===== src/rtl/cla_nibble_serial_adder.sv =====
// Nibble-serial WIDTH-bit adder reusing one 4-bit carry-lookahead slice per clock, LS nibble first.
// Define CLA_SERIAL_OVF_EN to add the signed-overflow output (ovf).
module cla_nibble_serial_adder #(
  parameter int WIDTH = 16
) (
  input  logic             clk,
  input  logic             rst,
  input  logic             in_valid,
  output logic             in_ready,
  input  logic [WIDTH-1:0] a,
  input  logic [WIDTH-1:0] b,
  input  logic             carry,
  output logic             out_valid,
  input  logic             out_ready,
  output logic [WIDTH-1:0] sum,
`ifdef CLA_SERIAL_OVF_EN
  output logic             out_carry,
  output logic             ovf
`else
  output logic             out_carry
`endif
);

  localparam int NIB  = WIDTH / 4;
  localparam int IDXW = (NIB > 1) ? $clog2(NIB) : 1;
  localparam logic [IDXW-1:0] IDX_LAST = IDXW'(NIB - 1);

  localparam logic [1:0] ST_IDLE = 2'd0;
  localparam logic [1:0] ST_BUSY = 2'd1;
  localparam logic [1:0] ST_DONE = 2'd2;

  // 4-bit carry-lookahead slice: returns {carry_out, sum[3:0]}
  function automatic logic [4:0] cla4(input logic [3:0] x, input logic [3:0] y, input logic cin);
    logic [3:0] g;
    logic [3:0] p;
    logic [4:0] c;
    g    = x & y;
    p    = x ^ y;
    c[0] = cin;
    c[1] = g[0] | (p[0] & c[0]);
    c[2] = g[1] | (p[1] & g[0]) | (p[1] & p[0] & c[0]);
    c[3] = g[2] | (p[2] & g[1]) | (p[2] & p[1] & g[0]) | (p[2] & p[1] & p[0] & c[0]);
    c[4] = g[3] | (p[3] & g[2]) | (p[3] & p[2] & g[1]) | (p[3] & p[2] & p[1] & g[0])
         | (p[3] & p[2] & p[1] & p[0] & c[0]);
    return {c[4], p ^ c[3:0]};
  endfunction

  logic [1:0]       state_r;
  logic             in_ready_r;
  logic             out_valid_r;
  logic [IDXW-1:0]  idx_r;
  logic             cy_r;
  logic [WIDTH-1:0] a_sh_r;
  logic [WIDTH-1:0] b_sh_r;
  logic [WIDTH-1:0] acc_r;
  logic [WIDTH-1:0] sum_r;
  logic             out_carry_r;
  logic [4:0]       slice_s;
  logic [WIDTH-1:0] next_acc_s;
`ifdef CLA_SERIAL_OVF_EN
  logic             a_msb_r;
  logic             b_msb_r;
  logic             ovf_r;
`endif

  // Slice works on the low nibble of the operand shift registers and the carry register
  always_comb begin
    slice_s = cla4(a_sh_r[3:0], b_sh_r[3:0], cy_r);
  end

  // New slice nibble enters at the top of the sum shift register
  generate
    if (NIB == 1) begin : g_single
      assign next_acc_s = slice_s[3:0];
    end else begin : g_multi
      assign next_acc_s = {slice_s[3:0], acc_r[WIDTH-1:4]};
    end
  endgenerate

  // Control FSM, operand/sum shift registers and registered result
  always_ff @(posedge clk) begin
    if (rst) begin
      state_r     <= ST_IDLE;
      in_ready_r  <= 1'b1;
      out_valid_r <= 1'b0;
      idx_r       <= '0;
      cy_r        <= 1'b0;
      a_sh_r      <= '0;
      b_sh_r      <= '0;
      acc_r       <= '0;
      sum_r       <= '0;
      out_carry_r <= 1'b0;
`ifdef CLA_SERIAL_OVF_EN
      a_msb_r     <= 1'b0;
      b_msb_r     <= 1'b0;
      ovf_r       <= 1'b0;
`endif
    end else begin
      case (state_r)
        ST_IDLE: begin
          if (in_valid && in_ready_r) begin
            a_sh_r     <= a;
            b_sh_r     <= b;
            cy_r       <= carry;
            idx_r      <= '0;
            state_r    <= ST_BUSY;
            in_ready_r <= 1'b0;
`ifdef CLA_SERIAL_OVF_EN
            a_msb_r    <= a[WIDTH-1];
            b_msb_r    <= b[WIDTH-1];
`endif
          end
        end
        ST_BUSY: begin
          a_sh_r <= a_sh_r >> 3'd4;
          b_sh_r <= b_sh_r >> 3'd4;
          acc_r  <= next_acc_s;
          cy_r   <= slice_s[4];
          idx_r  <= idx_r + IDXW'(1);
          // Last nibble: publish the completed result in the same edge
          if (idx_r == IDX_LAST) begin
            sum_r       <= next_acc_s;
            out_carry_r <= slice_s[4];
            state_r     <= ST_DONE;
            out_valid_r <= 1'b1;
`ifdef CLA_SERIAL_OVF_EN
            ovf_r       <= (a_msb_r == b_msb_r) && (slice_s[3] != a_msb_r);
`endif
          end
        end
        ST_DONE: begin
          if (out_ready) begin
            state_r     <= ST_IDLE;
            out_valid_r <= 1'b0;
            in_ready_r  <= 1'b1;
          end
        end
        default: begin
          state_r     <= ST_IDLE;
          out_valid_r <= 1'b0;
          in_ready_r  <= 1'b1;
        end
      endcase
    end
  end

  assign in_ready  = in_ready_r;
  assign out_valid = out_valid_r;
  assign sum       = sum_r;
  assign out_carry = out_carry_r;
`ifdef CLA_SERIAL_OVF_EN
  assign ovf       = ovf_r;
`endif

endmodule


===== config.mk =====
export PLATFORM = sky130hd
export DESIGN_NAME = cla_nibble_serial_adder
export DESIGN_NICKNAME = d
export VERILOG_FILES = /design/src/rtl/cla_nibble_serial_adder.sv
export SDC_FILE = /design/constraint.sdc
export NUM_CORES = 1
export LEC_CHECK = 0
export ABC_AREA = 1
export BUFFER_PORTS_ARGS = -buffer_cell sky130_fd_sc_hd__buf_2
export CORE_MARGIN = 1.5
export CORE_UTILIZATION = 55
export DETAILED_ROUTE_END_ITERATION = 6
export MAX_ROUTING_LAYER = met4
export PLACE_DENSITY = 0.84
export SETUP_SLACK_MARGIN = 0.1
export SLEW_MARGIN = 20
export SYNTH_ARGS = -nofsm -noshare
export SYNTH_HDL_FRONTEND = slang
export SYNTH_SLANG_ARGS = --single-unit
export TNS_END_PERCENT = 100

===== constraint.sdc =====
create_clock -name clk -period 1.45 [get_ports clk]
set_input_delay 0.29 -clock clk [delete_from_list [all_inputs] [get_ports clk]]
set_output_delay 0.29 -clock clk [all_outputs]
set_load 0.02 [all_outputs]

Word-level counts from Yosys, hierarchy flattened
Cells that the tools add are included.
{"block": "word_totals", "reg_bits": 72, "out_inout_bits": 19, "word_cells": 74, "inputBits": 37}
{"block": "op_classes", "bitwise_logic": 31, "eq_ne": 6, "add_sub_neg": 1, "n_mux": 18, "reduce_logical": 8}
{"op": "16-bit one-hot mux with 2 select lines", "count": 2}
{"op": "16-bit two-way mux", "count": 2}
{"op": "1-bit AND", "count": 16}
{"op": "1-bit OR", "count": 10}
{"op": "3-bit AND reduction", "count": 3}
{"op": "2-bit two-way mux", "count": 4}
{"op": "4-bit XOR", "count": 2}
{"op": "2-bit inequality test (second input constant)", "count": 3}
{"op": "1-bit one-hot mux with 3 select lines", "count": 2}
{"op": "2-bit one-hot mux with 3 select lines", "count": 1}
{"op": "1-bit two-way mux", "count": 5}
{"op": "4-bit AND", "count": 1}
{"op": "2-bit == test (second input constant)", "count": 2}
{"op": "2-bit one-hot mux with 2 select lines", "count": 1}
{"op": "2-bit AND reduction", "count": 2}
{"op": "2-bit by 1-bit adder with 2-bit output (second input constant)", "count": 1}
{"op": "2-bit by 1-bit == test with 1-bit output (second input constant)", "count": 1}
{"op": "2-bit zero test", "count": 1}
{"op": "1-bit inverter", "count": 2}
{"op": "1-bit one-hot mux with 2 select lines", "count": 1}
{"op": "2-bit nonzero test", "count": 1}
{"op": "1-bit logical AND", "count": 1}

Longest topological paths before layout
{"block": "depth", "ltp_word": 7, "mapped_depth": 9, "depth_no_buf": 9}

Worst setup path before layout
Ideal clock, no wire load.
{"block": "synth_timing", "path_type": "register to register", "start": "reg in_ready_r, in the netlist in_ready", "end": "reg a_sh_r[11]", "required_ns": 1.380, "n_path_buf": 2, "path_stages_with_launch": 7, "slack_ns": 0.153, "synth_period_minus_slack_ns": 1.297, "setup_time_ns": 0.070, "t_arrival_ns": 1.228, "path_cell_list": "dfxtp_1 -> nand2_1 -> nor2_1 -> nor2_2 -> buf_2 -> buf_2 -> a21oi_1"}
{"block": "synth_via", "elab_chain_len": 3}
{"element": "start, declared", "line": "49", "rtl": "logic in_ready_r;"}
{"element": "start signal, assigned", "line": "84", "rtl": "in_ready_r <= 1'b1;"}
{"element": "start signal, assigned", "line": "107", "rtl": "in_ready_r <= 1'b0;"}
{"element": "start signal, assigned", "line": "135", "rtl": "in_ready_r <= 1'b1;"}
{"element": "1-bit logical AND", "line": "101", "rtl": "if (in_valid && in_ready_r) begin"}
{"element": "2-bit inequality test (no line)"}
{"element": "2-bit AND reduction (no line)"}
{"element": "end signal, assigned", "line": "115", "rtl": "a_sh_r <= a_sh_r >> 3'd4;"}
{"element": "end, declared", "line": "53", "rtl": "logic [WIDTH-1:0] a_sh_r;"}
Every way passes these cells.
A chain may end at the register's enable or synchronous reset.

Final worst setup path
{"block": "layout_timing", "start": "reg in_ready_r, in the netlist in_ready", "end": "reg a_sh_r[0]"}
Same word-level chain as after synthesis.

==> run_summary.xml <==
<?xml version="1.0" encoding="UTF-8"?>
<metrics>
  <group name="status">
    <metric name="outcome" unit="">complete, no violations</metric>
  </group>
  <group name="drt">
    <metric name="routed_via_density" unit="">5.165</metric>
    <metric name="detail_route.first_pass.iterations" unit="">4</metric>
    <metric name="wire_per_inst" unit="microns">13.18</metric>
    <metric name="detailroute.via_count" unit="">2629</metric>
    <metric name="drt_iter0_drc" unit="">180</metric>
    <metric name="totalWireLength" unit="microns">6711</metric>
    <metric name="drcViolationCount" unit="">0</metric>
    <metric name="route.antenna.remaining_nets" unit="">0</metric>
  </group>
  <group name="timing">
    <metric name="finalSetupViolCount" unit="">0</metric>
    <metric name="max-slew-margin-rel" unit="">0.6934</metric>
    <metric name="clock_skew" unit="ns">0.006259</metric>
    <metric name="maxSlewViolCount" unit="">0</metric>
    <metric name="post-route-min-period" unit="ns">1.348</metric>
    <metric name="fin_setup_tns" unit="ns">0</metric>
    <metric name="finalCritPeriodShare" unit="">0.9300</metric>
    <metric name="timing_worst_slew_pin_value" unit="ns">0.4582</metric>
    <metric name="fmax" unit="MHz">741.6</metric>
    <metric name="rsz_0062_raised_after_global_routing" unit="">true</metric>
    <metric name="hold_violations" unit="">0</metric>
  </group>
  <group name="yosys">
    <metric name="post_synth_num_cell_types" unit="">31</metric>
    <metric name="netlist_area" unit="sq um">2928</metric>
    <metric name="mappedNetlistNets" unit="">422</metric>
    <metric name="synth_enable_flop_cells" unit="">0</metric>
    <metric name="yosysWarningCount" unit="">0</metric>
    <metric name="yosys_register_bits" unit="">68</metric>
    <metric name="synth-seq-area-share" unit="">0.4650</metric>
    <metric name="synthCells" unit="">379</metric>
    <metric name="postSynthAreaPerCell" unit="sq um">7.725</metric>
    <metric name="postSynth.topFlopCell" unit="">dfxtp_1</metric>
    <metric name="postSynth.asyncResetShare" unit="">0</metric>
  </group>
  <group name="job">
    <metric name="max_cap_viol_count" unit="">0</metric>
  </group>
  <group name="grt">
    <metric name="grt_antenna_before_repair" unit="">0</metric>
    <metric name="globalRoute.totalOverflow" unit="">0</metric>
    <metric name="first_global_vias" unit="">2421</metric>
    <metric name="grt_first_pass_wirelength" unit="microns">10880</metric>
    <metric name="grt.total_usage" unit="">0.2447</metric>
    <metric name="grt_start_max_net_pins" unit="">50</metric>
  </group>
  <group name="clocking">
    <metric name="cts-buffers-inserted" unit="">9</metric>
    <metric name="ctsLongestPathBuffers" unit="">2</metric>
    <metric name="cts_setup_buffers" unit="">0</metric>
    <metric name="cts_root_buffer" unit="">clkbuf_8</metric>
    <metric name="clock_latency_at_the_later_pin_of_the_worst_skew_pair" unit="ns">0.35</metric>
    <metric name="tritoncts_clock_tree" unit="">yes</metric>
    <metric name="clkSinkCount" unit="">68</metric>
    <metric name="hold_buffers" unit="">0</metric>
    <metric name="htree_num_levels" unit="">3</metric>
    <metric name="clk_pin_slew_worst_paths" unit="ns">0.07</metric>
  </group>
  <group name="floorplanning">
    <metric name="boundaryPins" unit="">56</metric>
    <metric name="chipWidth" unit="microns">75.96</metric>
    <metric name="die_h" unit="microns">75.96</metric>
    <metric name="rows" unit="">26</metric>
    <metric name="core_region_area" unit="sq um">5107</metric>
    <metric name="die-area" unit="sq um">5770</metric>
    <metric name="floorplan.initialDensity" unit="">0.5732</metric>
  </group>
  <group name="final_layout">
    <metric name="antenna_cells_inserted" unit="">0</metric>
    <metric name="final_core_utilization" unit="">0.6889</metric>
    <metric name="layout-drive-gt1-share" unit="">0.2460</metric>
    <metric name="finalNetCount" unit="">478</metric>
    <metric name="syn2layout_area_growth" unit="%">20.17</metric>
  </group>
  <group name="worst_setup_path">
    <metric name="max_stage_delay" unit="ns">0.35</metric>
    <metric name="critical_path_class" unit="">reg -&gt; reg</metric>
    <metric name="r2r_end" unit="">a_sh_r[0]$_SDFFE_PP0P_</metric>
    <metric name="critical_path_peak_fanout" unit="">49</metric>
    <metric name="endpoint_kind" unit="">flop</metric>
    <metric name="crit_path_top_delay_cell" unit="">dfxtp_1</metric>
    <metric name="crit_path_cell_trace" unit="">nand2_1 &gt; nor2_1 &gt; nor2_2 &gt; buf_12 &gt; o21ai_0 &gt; a21oi_1</metric>
    <metric name="type_of_origin_of_the_critical_path" unit="">flop</metric>
    <metric name="timing.reg2reg.worst_path_depth" unit="">6</metric>
    <metric name="regToRegStartpoint" unit="">in_ready$_SDFFE_PP1P_</metric>
    <metric name="worst-r2r-setup-slack" unit="ns">0.10</metric>
    <metric name="worst_ep_arrival_time" unit="ns">1.57</metric>
    <metric name="crit_required" unit="ns">1.67</metric>
  </group>
  <group name="power">
    <metric name="sequentialPowerShare" unit="">0.489</metric>
    <metric name="power.ir.vdd_worst" unit="V">0.0006833</metric>
    <metric name="p_clk_frac" unit="">0.327</metric>
    <metric name="sw_frac_of_total" unit="">0.2864</metric>
    <metric name="p_per_area" unit="nW/um^2">1203</metric>
    <metric name="p_leak" unit="uW">0.001566</metric>
    <metric name="fin_total_pwr" unit="uW">4233</metric>
    <metric name="power.net_switching" unit="uW">1212</metric>
    <metric name="cell_internal_pwr" unit="uW">3021</metric>
    <metric name="combPwrFrac" unit="">0.183</metric>
  </group>
  <group name="hold_path">
    <metric name="min_delay_path_depth" unit="">3</metric>
    <metric name="timing.hold.worst.start" unit="">a[3]</metric>
    <metric name="min_delay_path_class" unit="">in -&gt; reg</metric>
    <metric name="worst_hold_path.endpoint" unit="">a_sh_r[3]$_SDFFE_PP0P_</metric>
  </group>
  <group name="place">
    <metric name="globalplace.congestion" unit="">0.8392</metric>
    <metric name="io_buffers" unit="">55</metric>
    <metric name="dp_hpwl" unit="microns">4263</metric>
  </group>
</metrics>
==> stage by stage <==
step                      instance area [sq um]  std cells  setup WS, ns  hold slack [ns]
after detailed placement                   3239        493       0.04196           0.4392
after global routing                       3518        509       0.05164           0.2120
after global placement                     3239        493       0.05240           0.4334
after CTS                                  3480        509        0.1079           0.1858
after floorplan                            2928        379        0.1525           0.4239
final                                      3518        509        0.1016           0.1845
==> power by group through the flow <==
| stage | clock network, uW | logic (uW) | registers, uW |
|---|---|---|---|
| after floorplan | 0 | 510 | 2090 |
| after global placement | 0 | 673 | 2100 |
| after detailed placement | 0 | 690 | 2100 |
| after CTS | 1380 | 751 | 2060 |
| after global routing | 1480 | 865 | 2090 |
| final | 1390 | 776 | 2070 |
==> flip-flops by register name, summed over array words and instances, names as in the netlist, 2 cells and up <==
name	cells
b_sh_r	16
acc_r	12
idx_r	2
a_sh_r	16
state_r	2
sum	16
==> layout by cell type, fill, tap and decap left out, types with 6 or more instances in the layout <==
| cell type | synthesis | final |
|---|---|---|
| nor2_1 | 20 | 20 |
| buf_2 | 9 | 55 |
| inv_1 | 41 | 41 |
| o21ai_0 | 48 | 47 |
| nand2_1 | 79 | 78 |
| nand3_1 | 12 | 12 |
| clkbuf_8 | 0 | 11 |
| buf_4 | 3 | 6 |
| dfxtp_1 | 68 | 63 |
| o21ai_1 | 8 | 9 |
| a21oi_1 | 39 | 39 |
==> synthesized netlist by cell type (all sizes together) (2+ instances only) <==
master / instances / area (sq um)
a211oi: 7 / 52.55
clkbuf: 3 / 11.26
nand2: 84 / 341.6
nor2: 23 / 93.84
nand4: 2 / 12.51
buf: 16 / 125.1
a21oi: 44 / 239.0
ha: 5 / 62.56
nand3: 12 / 60.06
inv: 46 / 180.2
o21ai: 57 / 289.0
o21a: 3 / 22.52
o22ai: 3 / 18.77
nand3b: 2 / 15.01
dfxtp: 68 / 1361
==> cell type report <==
class / instances / area [sq um]
sequential: 68 / 1368
fill: 405 / 1589
inverter: 46 / 198.9
clock buffer: 13 / 158.9
timing repair buffer: 64 / 392.9
multi-input combinational: 246 / 1303
tap: 70 / 87.58
clock inverter: 2 / 10.01
==> per-layer routing <==
metal	GRT usage	routed length, microns	vias to the layer above
met3	0.04819	301	17
met4	0.1333	184	0
met1	0.2932	2967	1200
li1	-	-	1343
met5	-	0	-
met2	0.3883	3258	69
==> how the worst max path moves through the flow <==
stage                                 start                      end
floorplan             in_ready$_SDFFE_PP1P_  a_sh_r[11]$_SDFFE_PP0P_
global placement    state_r[1]$_SDFFE_PP0P_   a_sh_r[2]$_SDFFE_PP0P_
detailed placement  state_r[1]$_SDFFE_PP0P_   a_sh_r[2]$_SDFFE_PP0P_
CTS                  a_sh_r[2]$_SDFFE_PP0P_     sum[15]$_SDFFE_PP0P_
global route        state_r[1]$_SDFFE_PP0P_   a_sh_r[8]$_SDFFE_PP0P_
finish                in_ready$_SDFFE_PP1P_   a_sh_r[0]$_SDFFE_PP0P_
==> kinds of logic (layout without fill, tap and decap cells) <==
group / Yosys count / count (layout) / share of synthesized area
AO/OA/AOI/OAI: 116 / 116 / 0.2171
flip-flops: 68 / 68 / 0.4650
adder cells (fa/ha/maj): 6 / 6 / 0.02821
buffers and inverters: 65 / 125 / 0.1081
AND/OR/NAND/NOR: 123 / 123 / 0.1786
XOR/XNOR: 1 / 1 / 0.002992
==> worst max-delay path, delay by kind of cell, from the launching register on <==
family                 cells  cell delay (ns)
DFF                        1             0.35
buffers and inverters      1             0.18
and+or+nand+nor            3             0.34
AOI/OAI and AO/OA          2             0.35
==> repair_timing <==
action | CTS | global route
pin swaps | 0 | 3
setup endpoints to repair | 13 | 32
endpoints found under the hold margin | 0 | 0
gates resized for setup | 7 | 10
cloned | 1 | 0
No activity file was read; power rests on OpenSTA's default activity.
